[src/rtl/icache_tag_lookup_ctrl_pkg.sv]
// Shared types, geometry and address helpers for the instruction-cache tag controller.
package drac_icache_pkg;

    localparam int WAYS         = 4;
    localparam int TAG_WIDHT    = 20;
    localparam int ICACHE_DEPTH = 256;
    localparam int ADDR_WIDHT   = $clog2(ICACHE_DEPTH);
    localparam int OFFSET_WIDTH = 4;
    localparam int WAY_IDX_W    = $clog2(WAYS);
    localparam int PADDR_WIDTH  = TAG_WIDHT + ADDR_WIDHT + OFFSET_WIDTH;

    typedef logic [PADDR_WIDTH-1:0] paddr_t;
    typedef logic [TAG_WIDHT-1:0]   tag_t;
    typedef logic [ADDR_WIDHT-1:0]  index_t;
    typedef logic [WAY_IDX_W-1:0]   way_idx_t;

    typedef enum logic [2:0] {
        IDLE,
        LOOKUP,
        COMPARE,
        REFILL,
        FILL,
        RESP,
        FLUSH
    } state_e;

    function automatic tag_t addr_tag(input paddr_t a);
        return a[PADDR_WIDTH-1 -: TAG_WIDHT];
    endfunction

    function automatic index_t addr_index(input paddr_t a);
        return a[OFFSET_WIDTH +: ADDR_WIDHT];
    endfunction

    // Refills are whole lines, so the offset field is forced to zero.
    function automatic paddr_t line_addr(input paddr_t a);
        return a & ~paddr_t'((1 << OFFSET_WIDTH) - 1);
    endfunction

endpackage

[src/rtl/icache_tag_lookup_ctrl_if.sv]
// Bundle of core fetch, flush, tag-memory and refill signals seen by the tag controller.
interface icache_tag_lookup_ctrl_if;
    import drac_icache_pkg::*;

    logic                        req_valid_i;
    logic                        req_ready_o;
    paddr_t                      req_addr_i;
    logic                        resp_valid_o;
    logic                        resp_hit_o;
    way_idx_t                    resp_way_o;
    logic                        flush_i;
    logic                        flush_done_o;
    logic [WAYS-1:0]             tag_req_o;
    logic [WAYS-1:0]             tag_we_o;
    index_t                      tag_addr_o;
    tag_t                        tag_data_o;
    logic                        tag_vbit_o;
    logic                        tag_flush_o;
    logic [WAYS*TAG_WIDHT-1:0]   tag_data_i;
    logic [WAYS-1:0]             tag_vbit_i;
    logic                        refill_req_o;
    paddr_t                      refill_addr_o;
    logic                        refill_done_i;

    modport master (
        input  req_valid_i, req_addr_i, flush_i, tag_data_i, tag_vbit_i, refill_done_i,
        output req_ready_o, resp_valid_o, resp_hit_o, resp_way_o, flush_done_o,
               tag_req_o, tag_we_o, tag_addr_o, tag_data_o, tag_vbit_o, tag_flush_o,
               refill_req_o, refill_addr_o
    );

    modport slave (
        output req_valid_i, req_addr_i, flush_i, tag_data_i, tag_vbit_i, refill_done_i,
        input  req_ready_o, resp_valid_o, resp_hit_o, resp_way_o, flush_done_o,
               tag_req_o, tag_we_o, tag_addr_o, tag_data_o, tag_vbit_o, tag_flush_o,
               refill_req_o, refill_addr_o
    );

endinterface

[src/rtl/icache_tag_lookup_ctrl_victim_sel.sv]
// Victim choice for a miss: first invalid way, else the round-robin pointer.
module icache_victim_sel
    import drac_icache_pkg::*;
(
    input  logic            clk_i,
    input  logic            rst_i,
    input  logic [WAYS-1:0] vbit_i,
    input  logic            advance_i,
    input  logic            clear_i,
    output way_idx_t        victim_o,
    output logic            from_ptr_o
);

    way_idx_t ptr_q, ptr_d;
    way_idx_t first_inv;
    logic     any_inv;

    // Scan from the top so the lowest-index invalid way wins.
    always_comb begin
        first_inv = '0;
        any_inv   = 1'b0;
        for (int w = WAYS - 1; w >= 0; w--) begin
            if (!vbit_i[w]) begin
                first_inv = way_idx_t'(w);
                any_inv   = 1'b1;
            end
        end
    end

    always_comb begin
        ptr_d = ptr_q;
        if (clear_i) begin
            ptr_d = '0;
        end else if (advance_i) begin
            ptr_d = ptr_q + way_idx_t'(1);
        end
    end

    always_ff @(posedge clk_i) begin
        if (rst_i) begin
            ptr_q <= '0;
        end else begin
            ptr_q <= ptr_d;
        end
    end

    assign victim_o   = any_inv ? first_inv : ptr_q;
    assign from_ptr_o = !any_inv;

endmodule

[src/rtl/icache_tag_lookup_ctrl.sv]
// Tag lookup / refill / invalidate sequencer driving the per-way tag and valid-bit memories.
module icache_tag_lookup_ctrl
    import drac_icache_pkg::*;
(
    input  logic                      clk_i,
    input  logic                      rst_i,
    icache_tag_lookup_ctrl_if.master  bus
);

    state_e   state_q, state_d;
    paddr_t   addr_q, addr_d;
    way_idx_t victim_q, victim_d;
    logic     from_ptr_q, from_ptr_d;
    logic     resp_hit_q, resp_hit_d;
    way_idx_t resp_way_q, resp_way_d;
    logic     flush_pending_q, flush_pending_d;
    logic     flush_done_q, flush_done_d;

    logic            hit_any;
    way_idx_t        hit_way;
    way_idx_t        victim;
    logic            victim_from_ptr;
    logic [WAYS-1:0] victim_onehot;

    icache_victim_sel u_victim_sel (
        .clk_i      (clk_i),
        .rst_i      (rst_i),
        .vbit_i     (bus.tag_vbit_i),
        .advance_i  (state_q == FILL && from_ptr_q),
        .clear_i    (state_q == FLUSH),
        .victim_o   (victim),
        .from_ptr_o (victim_from_ptr)
    );

    // Read data is only meaningful in COMPARE; lowest-index matching way wins.
    always_comb begin
        hit_any = 1'b0;
        hit_way = '0;
        for (int w = WAYS - 1; w >= 0; w--) begin
            if (bus.tag_vbit_i[w] &&
                bus.tag_data_i[w*TAG_WIDHT +: TAG_WIDHT] == addr_tag(addr_q)) begin
                hit_any = 1'b1;
                hit_way = way_idx_t'(w);
            end
        end
    end

    assign victim_onehot = {{(WAYS-1){1'b0}}, 1'b1} << victim_q;

    always_comb begin
        state_d         = state_q;
        addr_d          = addr_q;
        victim_d        = victim_q;
        from_ptr_d      = from_ptr_q;
        resp_hit_d      = resp_hit_q;
        resp_way_d      = resp_way_q;
        flush_done_d    = 1'b0;
        flush_pending_d = flush_pending_q | (bus.flush_i && state_q != IDLE);

        bus.req_ready_o   = 1'b0;
        bus.resp_valid_o  = 1'b0;
        bus.resp_hit_o    = 1'b0;
        bus.resp_way_o    = '0;
        bus.flush_done_o  = flush_done_q;
        bus.tag_req_o     = '0;
        bus.tag_we_o      = '0;
        bus.tag_addr_o    = '0;
        bus.tag_data_o    = '0;
        bus.tag_vbit_o    = 1'b0;
        bus.tag_flush_o   = 1'b0;
        bus.refill_req_o  = 1'b0;
        bus.refill_addr_o = '0;

        case (state_q)
            IDLE: begin
                bus.req_ready_o = !flush_pending_q && !bus.flush_i && !rst_i;
                if (flush_pending_q || bus.flush_i) begin
                    flush_pending_d = 1'b0;
                    state_d         = FLUSH;
                end else if (bus.req_valid_i) begin
                    addr_d  = bus.req_addr_i;
                    state_d = LOOKUP;
                end
            end
            LOOKUP: begin
                bus.tag_req_o  = {WAYS{1'b1}};
                bus.tag_addr_o = addr_index(addr_q);
                state_d        = COMPARE;
            end
            COMPARE: begin
                if (hit_any) begin
                    resp_hit_d = 1'b1;
                    resp_way_d = hit_way;
                    state_d    = RESP;
                end else begin
                    victim_d   = victim;
                    from_ptr_d = victim_from_ptr;
                    state_d    = REFILL;
                end
            end
            REFILL: begin
                bus.refill_req_o  = 1'b1;
                bus.refill_addr_o = line_addr(addr_q);
                if (bus.refill_done_i) begin
                    state_d = FILL;
                end
            end
            FILL: begin
                bus.tag_req_o  = victim_onehot;
                bus.tag_we_o   = victim_onehot;
                bus.tag_addr_o = addr_index(addr_q);
                bus.tag_data_o = addr_tag(addr_q);
                bus.tag_vbit_o = 1'b1;
                resp_hit_d     = 1'b0;
                resp_way_d     = victim_q;
                state_d        = RESP;
            end
            RESP: begin
                bus.resp_valid_o = 1'b1;
                bus.resp_hit_o   = resp_hit_q;
                bus.resp_way_o   = resp_way_q;
                state_d          = IDLE;
            end
            FLUSH: begin
                bus.tag_flush_o = 1'b1;
                flush_done_d    = 1'b1;
                state_d         = IDLE;
            end
            default: state_d = IDLE;
        endcase
    end

    always_ff @(posedge clk_i) begin
        if (rst_i) begin
            state_q         <= IDLE;
            addr_q          <= '0;
            victim_q        <= '0;
            from_ptr_q      <= 1'b0;
            resp_hit_q      <= 1'b0;
            resp_way_q      <= '0;
            flush_pending_q <= 1'b0;
            flush_done_q    <= 1'b0;
        end else begin
            state_q         <= state_d;
            addr_q          <= addr_d;
            victim_q        <= victim_d;
            from_ptr_q      <= from_ptr_d;
            resp_hit_q      <= resp_hit_d;
            resp_way_q      <= resp_way_d;
            flush_pending_q <= flush_pending_d;
            flush_done_q    <= flush_done_d;
        end
    end

endmodule

[src/flat_wrapper.sv]
// flat-port wrapper written by rule: the top's interface ports become plain ports
module icache_tag_lookup_ctrl_flat import drac_icache_pkg::*;
  (clk_i, rst_i, bus_req_valid_i, bus_req_addr_i, bus_flush_i, bus_tag_data_i, bus_tag_vbit_i, bus_refill_done_i, bus_req_ready_o, bus_resp_valid_o, bus_resp_hit_o, bus_resp_way_o, bus_flush_done_o, bus_tag_req_o, bus_tag_we_o, bus_tag_addr_o, bus_tag_data_o, bus_tag_vbit_o, bus_tag_flush_o, bus_refill_req_o, bus_refill_addr_o);
  icache_tag_lookup_ctrl_if bus_i ();
  input  logic clk_i;
  input  logic rst_i;
  input wire logic [$bits(bus_i.req_valid_i)-1:0] bus_req_valid_i;
  input wire logic [$bits(bus_i.req_addr_i)-1:0] bus_req_addr_i;
  input wire logic [$bits(bus_i.flush_i)-1:0] bus_flush_i;
  input wire logic [$bits(bus_i.tag_data_i)-1:0] bus_tag_data_i;
  input wire logic [$bits(bus_i.tag_vbit_i)-1:0] bus_tag_vbit_i;
  input wire logic [$bits(bus_i.refill_done_i)-1:0] bus_refill_done_i;
  output wire logic [$bits(bus_i.req_ready_o)-1:0] bus_req_ready_o;
  output wire logic [$bits(bus_i.resp_valid_o)-1:0] bus_resp_valid_o;
  output wire logic [$bits(bus_i.resp_hit_o)-1:0] bus_resp_hit_o;
  output wire logic [$bits(bus_i.resp_way_o)-1:0] bus_resp_way_o;
  output wire logic [$bits(bus_i.flush_done_o)-1:0] bus_flush_done_o;
  output wire logic [$bits(bus_i.tag_req_o)-1:0] bus_tag_req_o;
  output wire logic [$bits(bus_i.tag_we_o)-1:0] bus_tag_we_o;
  output wire logic [$bits(bus_i.tag_addr_o)-1:0] bus_tag_addr_o;
  output wire logic [$bits(bus_i.tag_data_o)-1:0] bus_tag_data_o;
  output wire logic [$bits(bus_i.tag_vbit_o)-1:0] bus_tag_vbit_o;
  output wire logic [$bits(bus_i.tag_flush_o)-1:0] bus_tag_flush_o;
  output wire logic [$bits(bus_i.refill_req_o)-1:0] bus_refill_req_o;
  output wire logic [$bits(bus_i.refill_addr_o)-1:0] bus_refill_addr_o;
  assign bus_i.req_valid_i = bus_req_valid_i;
  assign bus_i.req_addr_i = bus_req_addr_i;
  assign bus_i.flush_i = bus_flush_i;
  assign bus_i.tag_data_i = bus_tag_data_i;
  assign bus_i.tag_vbit_i = bus_tag_vbit_i;
  assign bus_i.refill_done_i = bus_refill_done_i;
  assign bus_req_ready_o = bus_i.req_ready_o;
  assign bus_resp_valid_o = bus_i.resp_valid_o;
  assign bus_resp_hit_o = bus_i.resp_hit_o;
  assign bus_resp_way_o = bus_i.resp_way_o;
  assign bus_flush_done_o = bus_i.flush_done_o;
  assign bus_tag_req_o = bus_i.tag_req_o;
  assign bus_tag_we_o = bus_i.tag_we_o;
  assign bus_tag_addr_o = bus_i.tag_addr_o;
  assign bus_tag_data_o = bus_i.tag_data_o;
  assign bus_tag_vbit_o = bus_i.tag_vbit_o;
  assign bus_tag_flush_o = bus_i.tag_flush_o;
  assign bus_refill_req_o = bus_i.refill_req_o;
  assign bus_refill_addr_o = bus_i.refill_addr_o;
  icache_tag_lookup_ctrl u_core (.clk_i(clk_i), .rst_i(rst_i), .bus(bus_i));
endmodule
[config.mk]
export PLATFORM = sky130hd
export DESIGN_NAME = icache_tag_lookup_ctrl_flat
export DESIGN_NICKNAME = d
export VERILOG_FILES = /design/src/rtl/icache_tag_lookup_ctrl_pkg.sv /design/src/rtl/icache_tag_lookup_ctrl_if.sv /design/src/rtl/icache_tag_lookup_ctrl_victim_sel.sv /design/src/rtl/icache_tag_lookup_ctrl.sv /design/src/flat_wrapper.sv
export SDC_FILE = /design/constraint.sdc
export NUM_CORES = 1
export LEC_CHECK = 0
export CAP_MARGIN = 5
export CORE_MARGIN = 2
export CORE_UTILIZATION = 30
export DETAILED_ROUTE_END_ITERATION = 7
export PLACE_DENSITY = 0.76
export SLEW_MARGIN = 20
export SYNTH_ARGS = -nofsm -noshare
export SYNTH_HDL_FRONTEND = slang
export SYNTH_SLANG_ARGS = --single-unit
[constraint.sdc]
create_clock -name clk_i -period 2.7 [get_ports clk_i]
set_input_delay 0.27 -clock clk_i [delete_from_list [all_inputs] [get_ports clk_i]]
set_output_delay 0.27 -clock clk_i [all_outputs]
set_load 0.01 [all_outputs]
# ---- Yosys cells after proc, flatten, opt, wreduce, memory -nomap -nowiden
# Index checks and enable logic that the tools add are counted.
# Widths: inputs -> output; s select.
dict set report totals {
  register_bits 45
}
dict set report op_classes {
  addsub 1
  eq_ne 13
  n_shift 1
  bitwise 3
  n_reduce_logical 22
  muxes 40
}
# op count
set ops {}
lappend ops {{$eq 20x20->1} 4}
lappend ops {{$mux 32} 1}
lappend ops {{$mux 2} 11}
lappend ops {{$mux 20} 1}
lappend ops {{$mux 1} 17}
lappend ops {{$pmux 3 s5} 1}
lappend ops {{$mux 3} 4}
lappend ops {{$eq 3x3->1 const B} 3}
lappend ops {{$logic_and 1x1->1} 8}
lappend ops {{$mux 8} 1}
lappend ops {{$pmux 4 s2} 1}
lappend ops {{$eq 3x2->1 const B} 2}
lappend ops {{$reduce_and 2->1} 3}
lappend ops {{$logic_not 1->1} 4}
lappend ops {{$mux 4} 1}
lappend ops {{$pmux 2 s2} 1}
lappend ops {{$reduce_or 2->1} 2}
lappend ops {{$shl 1x2->4 const A} 1}
lappend ops {{$eq 3x1->1 const B} 1}
lappend ops {{$logic_not 3->1} 1}
lappend ops {{$ne 3x2->1 const B} 1}
lappend ops {{$reduce_and 3->1} 1}
lappend ops {{$reduce_bool 3->1} 1}
lappend ops {{$add 2x1->2 const B} 1}
lappend ops {{other kinds (7)} 8}

# ---- Depth between registers and ports, before layout
dict set report depth {
  ltp_word 8
  depth_mapped 9
  ltp_nobuf 7
}

# ---- By module
# From an unflattened synthesis, not the netlist that was laid out.
dict set report unflattened {
  cells_unflattened 449
  area_unflattened_um2 3339.5
}
# module cells_per_inst seq_area_each_um2 instances area_each_um2
set modules_own_cells {}
lappend modules_own_cells {icache_tag_lookup_ctrl 434 780.7 1 3228.1}
lappend modules_own_cells {icache_victim_sel 15 40.0 1 111.4}

# ---- Least setup slack after synthesis
# OpenSTA, ideal clock, no wires.
dict set report synth_timing {
  kind {register to register}
  start {reg u_core.addr_q[28]}
  end {reg u_core.victim_q[1]}
  t_arrival_ns 2.042
  path_stages_with_launch 10
  setup_slack_ns 0.587
  setup_time_ns 0.070
  cell_sequence {dfxtp_1 > buf_4 > xor2_1 > nor4_1 > nand4_1 > nor4_1 > or4b_1 > buf_2 > or4_1 > a21oi_1}
}
dict set report synth_via {
  elab_chain_cells 8
}
# element line_no
set synth_lines {}
lappend synth_lines {{start: declaration} icache_tag_lookup_ctrl.sv:11} ;# paddr_t addr_q, addr_d;
lappend synth_lines {{start signal: assignment} icache_tag_lookup_ctrl.sv:145} ;# addr_q <= addr_d;
lappend synth_lines {{$eq 20x20->1} icache_tag_lookup_ctrl.sv:41} ;# bus.tag_data_i[w*TAG_WIDHT +: TAG_WIDHT] == addr_tag(addr_q)) begin
lappend synth_lines {{$logic_and 1x1->1} icache_tag_lookup_ctrl.sv:40} ;# if (bus.tag_vbit_i[w] &&
lappend synth_lines {{$mux 1 (3 in a row)} icache_tag_lookup_ctrl.sv:40}
lappend synth_lines {{$mux 1 *} icache_tag_lookup_ctrl.sv:40}
lappend synth_lines {{$not 1->1 (no line) *} -}
lappend synth_lines {{$reduce_and 2->1 (no line) *} -}
lappend synth_lines {{end signal: assignment} icache_tag_lookup_ctrl.sv:146} ;# victim_q <= victim_d;
lappend synth_lines {{end: declaration} icache_tag_lookup_ctrl.sv:12} ;# way_idx_t victim_q, victim_d;
# Every way passes the cells marked *; elsewhere a longest branch is shown, timed or not.
# A chain may end at the register's enable or synchronous reset.

# ---- Worst setup path in the final report
dict set report layout_timing {
  start {reg u_core.addr_q[17]}
  end {reg u_core.resp_way_q[0]}
}
dict set report layout_via {
  elab_chain_cells 8
}
# element line_no
set layout_lines {}
lappend layout_lines {{$eq 20x20->1} icache_tag_lookup_ctrl.sv:41}
lappend layout_lines {{$logic_and 1x1->1} icache_tag_lookup_ctrl.sv:40}
lappend layout_lines {{$mux 2 / $mux 1 (equally long branches) (4 in a row)} icache_tag_lookup_ctrl.sv:40}
lappend layout_lines {{$mux 2 / $ne 2x1->1 (equally long branches)} -}
lappend layout_lines {{$pmux 2 s2 / $reduce_and 2->1 (equally long branches)} -}
lappend layout_lines {{end signal: assignment} icache_tag_lookup_ctrl.sv:149} ;# resp_way_q <= resp_way_d;
lappend layout_lines {{end: declaration} icache_tag_lookup_ctrl.sv:15} ;# way_idx_t resp_way_q, resp_way_d;
# Several ways; a longest one is shown, not always the timed one. The select of a mux whose other input is x is not followed.

==> impl_metrics.env <==
export IMPL_status="complete, no violations"
export IMPL_stdcell_count=727
export IMPL_cts_tree="built"
export IMPL_drc=0
export IMPL_cp_start_kind="register"
export IMPL_grt_usage_pct=20.7
export IMPL_die_w_um=106
export IMPL_p_leak_nw=1.96
export IMPL_slew_headroom_pct=58.4
export IMPL_cts_resized=0
export IMPL_antenna_found_initial=0
export IMPL_yosys_area_top_type_share_pct=26.5
export IMPL_ys_top_cells_by_area="dfxtp_1 (27%), xnor2_1 (15%), xor2_1 (8.5%)"
export IMPL_via_per_inst=4.72
export IMPL_synth_avg_cell_area_um2=7.41
export IMPL_ioPinCount=198
export IMPL_synth_cells=418
export IMPL_path_class="reg2reg"
export IMPL_hold_buffers=0
export IMPL_drtAntennaViolNets=0
export IMPL_synth_cell_types=33
export IMPL_cts_htree_levels=2
export IMPL_worstMarginPinSlew_ns=0.618
export IMPL_rsz0062_at_grt="false"
export IMPL_synth_seq_area_share_pct=26.5
export IMPL_grt_start_max_net_pins=42
export IMPL_fin_crit_sh_pct=91.9
export IMPL_cp_required_ns=2.86
export IMPL_grt_util_met3_pct=3.59
export IMPL_path_clk_slew_ns=0.08
export IMPL_post_synth_top_count_cell="nand2_1"
export IMPL_async_flop_share_pct=0
export IMPL_area_growth_pct=67.2
export IMPL_initial_core_util_pct=30.4
export IMPL_numPortBuffers=189
export IMPL_cts_made_buffers=5
export IMPL_min_path_type="reg2reg"
export IMPL_p_per_area_nw_per_um2=449
export IMPL_end_kind="register"
export IMPL_cts_sinks=41
export IMPL_ctsLongestPathBuffers=2
export IMPL_rows=37
export IMPL_grt_use_met1_pct=25.1
export IMPL_dp_hpwl_um=9440
export IMPL_setup_tns_ns=0
export IMPL_busiest_layer="met2"
export IMPL_insertion_delay_ns=0.29
export IMPL_max_freq_ghz=0.403
export IMPL_netlist_area_um2=3100
export IMPL_num_vias=3429
export IMPL_total_power_mw=2.32
export IMPL_post_route_min_period_ns=2.48
export IMPL_gp_congestion=0.859
export IMPL_ir_drop_v=0.000277
export IMPL_crit_arrival_ns=2.64
export IMPL_first_pass_iters=4
export IMPL_drt_iter0_drc=179
export IMPL_synth_seq_cells=41
export IMPL_synthFlopType="dfxtp_1"
export IMPL_synthTopCellsByCount="nand2_1 (69), xnor2_1 (53), dfxtp_1 (41)"
export IMPL_fin_nets=711
export IMPL_drive_above_1_share_pct=4.74
export IMPL_grt_pass1_wl_um=17900
export IMPL_setup_viol_count_final=0
export IMPL_grt_pass1_vias=3376
export IMPL_slew_viol_final=0
export IMPL_wl_per_cell_um=16.2
export IMPL_grtUsageMet2_pct=36.7
export IMPL_fin_skew_ns=0.00818
export IMPL_die_area_um2=11100
export IMPL_diodes=0
export IMPL_synth_edf_count=0
export IMPL_hold_viol=0
export IMPL_fin_ws_ns=0.220
export IMPL_ys_warn_count=0
export IMPL_post_cts_buffers=0
export IMPL_core_area_um2=10200
export IMPL_maxCapViolations=0
export IMPL_die_h_um=106
export IMPL_root_buffer="clkbuf_8"
export IMPL_grt_ovfl_total=0
export IMPL_dp_cells=719
export IMPL_critPathMaxFanout=7
export IMPL_routed_wl_um=11800
export IMPL_synth_largest_area_cell="dfxtp_1"
export IMPL_dp_slack_ns=0.0994
cell families (layout without fill, tap and decap cells):
logic type / Yosys count / after routing / share of synthesized area, %
compound gates: 48 / 48 / 8.45
flops: 41 / 41 / 26.5
simple gates: 198 / 198 / 33.1
other cells: 1 / 4 / 0.121
buf+inv: 47 / 217 / 8.33
xor+xnor: 83 / 83 / 23.5
layout make-up:
class / instances / area (um^2)
clock inverter: 2 / 37.5
sequential: 41 / 821
fill: 982 / 5010
tap: 136 / 170
multi-input combinational: 333 / 2030
inverter: 2 / 7.51
timing repair buffer: 207 / 2030
clock buffer: 6 / 82.6
worst paths after layout:
path	start	end	slack (ns)	depth (start not counted)
worst max-delay path	u_core.addr_q[17]	u_core.resp_way_q[0]	0.22	8
worst min-delay path	u_core.addr_q[5]	u_core.addr_q[5]	0.47	2
worst max register to register	u_core.addr_q[17]	u_core.resp_way_q[0]	0.22	8
worst min register to register	u_core.addr_q[5]	u_core.addr_q[5]	0.47	2
cell usage in the layout (no fill, tap or decap), types with 15 or more instances in the layout:
| cell | netlist | layout |
|---|---|---|
| nand2_1 | 69 | 69 |
| xnor2_1 | 53 | 53 |
| a21oi_1 | 34 | 34 |
| and3_1 | 22 | 22 |
| nor2_1 | 16 | 15 |
| dfxtp_1 | 41 | 41 |
| buf_4 | 20 | 18 |
| and2_1 | 40 | 40 |
| clkdlybuf4s50_1 | 0 | 189 |
| xor2_1 | 30 | 30 |
worst max-delay path: stages, from the launching register on:
cell	delay (ns)
dfxtp_1	0.59
xnor2_1	0.19
nand4_1	0.12
nor4_1	0.58
nand4_1	0.28
or4b_1	0.27
buf_4	0.16
a21o_1	0.11
a31oi_1	0.06
per-stage QoR:
stage	area, um^2	hold WS [ns]	utilization [%]
CTS	5180	0.473	50.8
detailed placement	5060	0.461	49.6
global placement	5060	0.448	49.6
floorplan	3110	0.406	-
global route	5180	0.495	50.8
finish	5180	0.473	50.8
report_power, final:
group / internal [mW] / switching [mW] / total [mW] / leakage [nW]
combinational: 0.518 / 0.480 / 0.998 / 1.57
clock: 0.301 / 0.215 / 0.515 / 0.0574
sequential: 0.670 / 0.141 / 0.811 / 0.333
layer usage:
layer | vias to the layer above | wire length, um
met5 | - | 0
met4 | 0 | 360
met3 | 20 | 748
met2 | 145 | 5750
met1 | 1563 | 4930
li1 | 1701 | -
registers in the layout (all words and copies together) (netlist names):
| name | count |
|---|---|
| u_core.victim_q | 2 |
| u_core.resp_way_q | 2 |
| u_core.addr_q | 28 |
| u_core.resp_hit_q | 1 |
| u_core.bus.flush_done_o | 1 |
| u_core.from_ptr_q | 1 |
| u_core.flush_pending_q | 1 |
| u_core.u_victim_sel.ptr_q | 2 |
| u_core.state_q | 3 |
(Power assumes the default switching activity.)
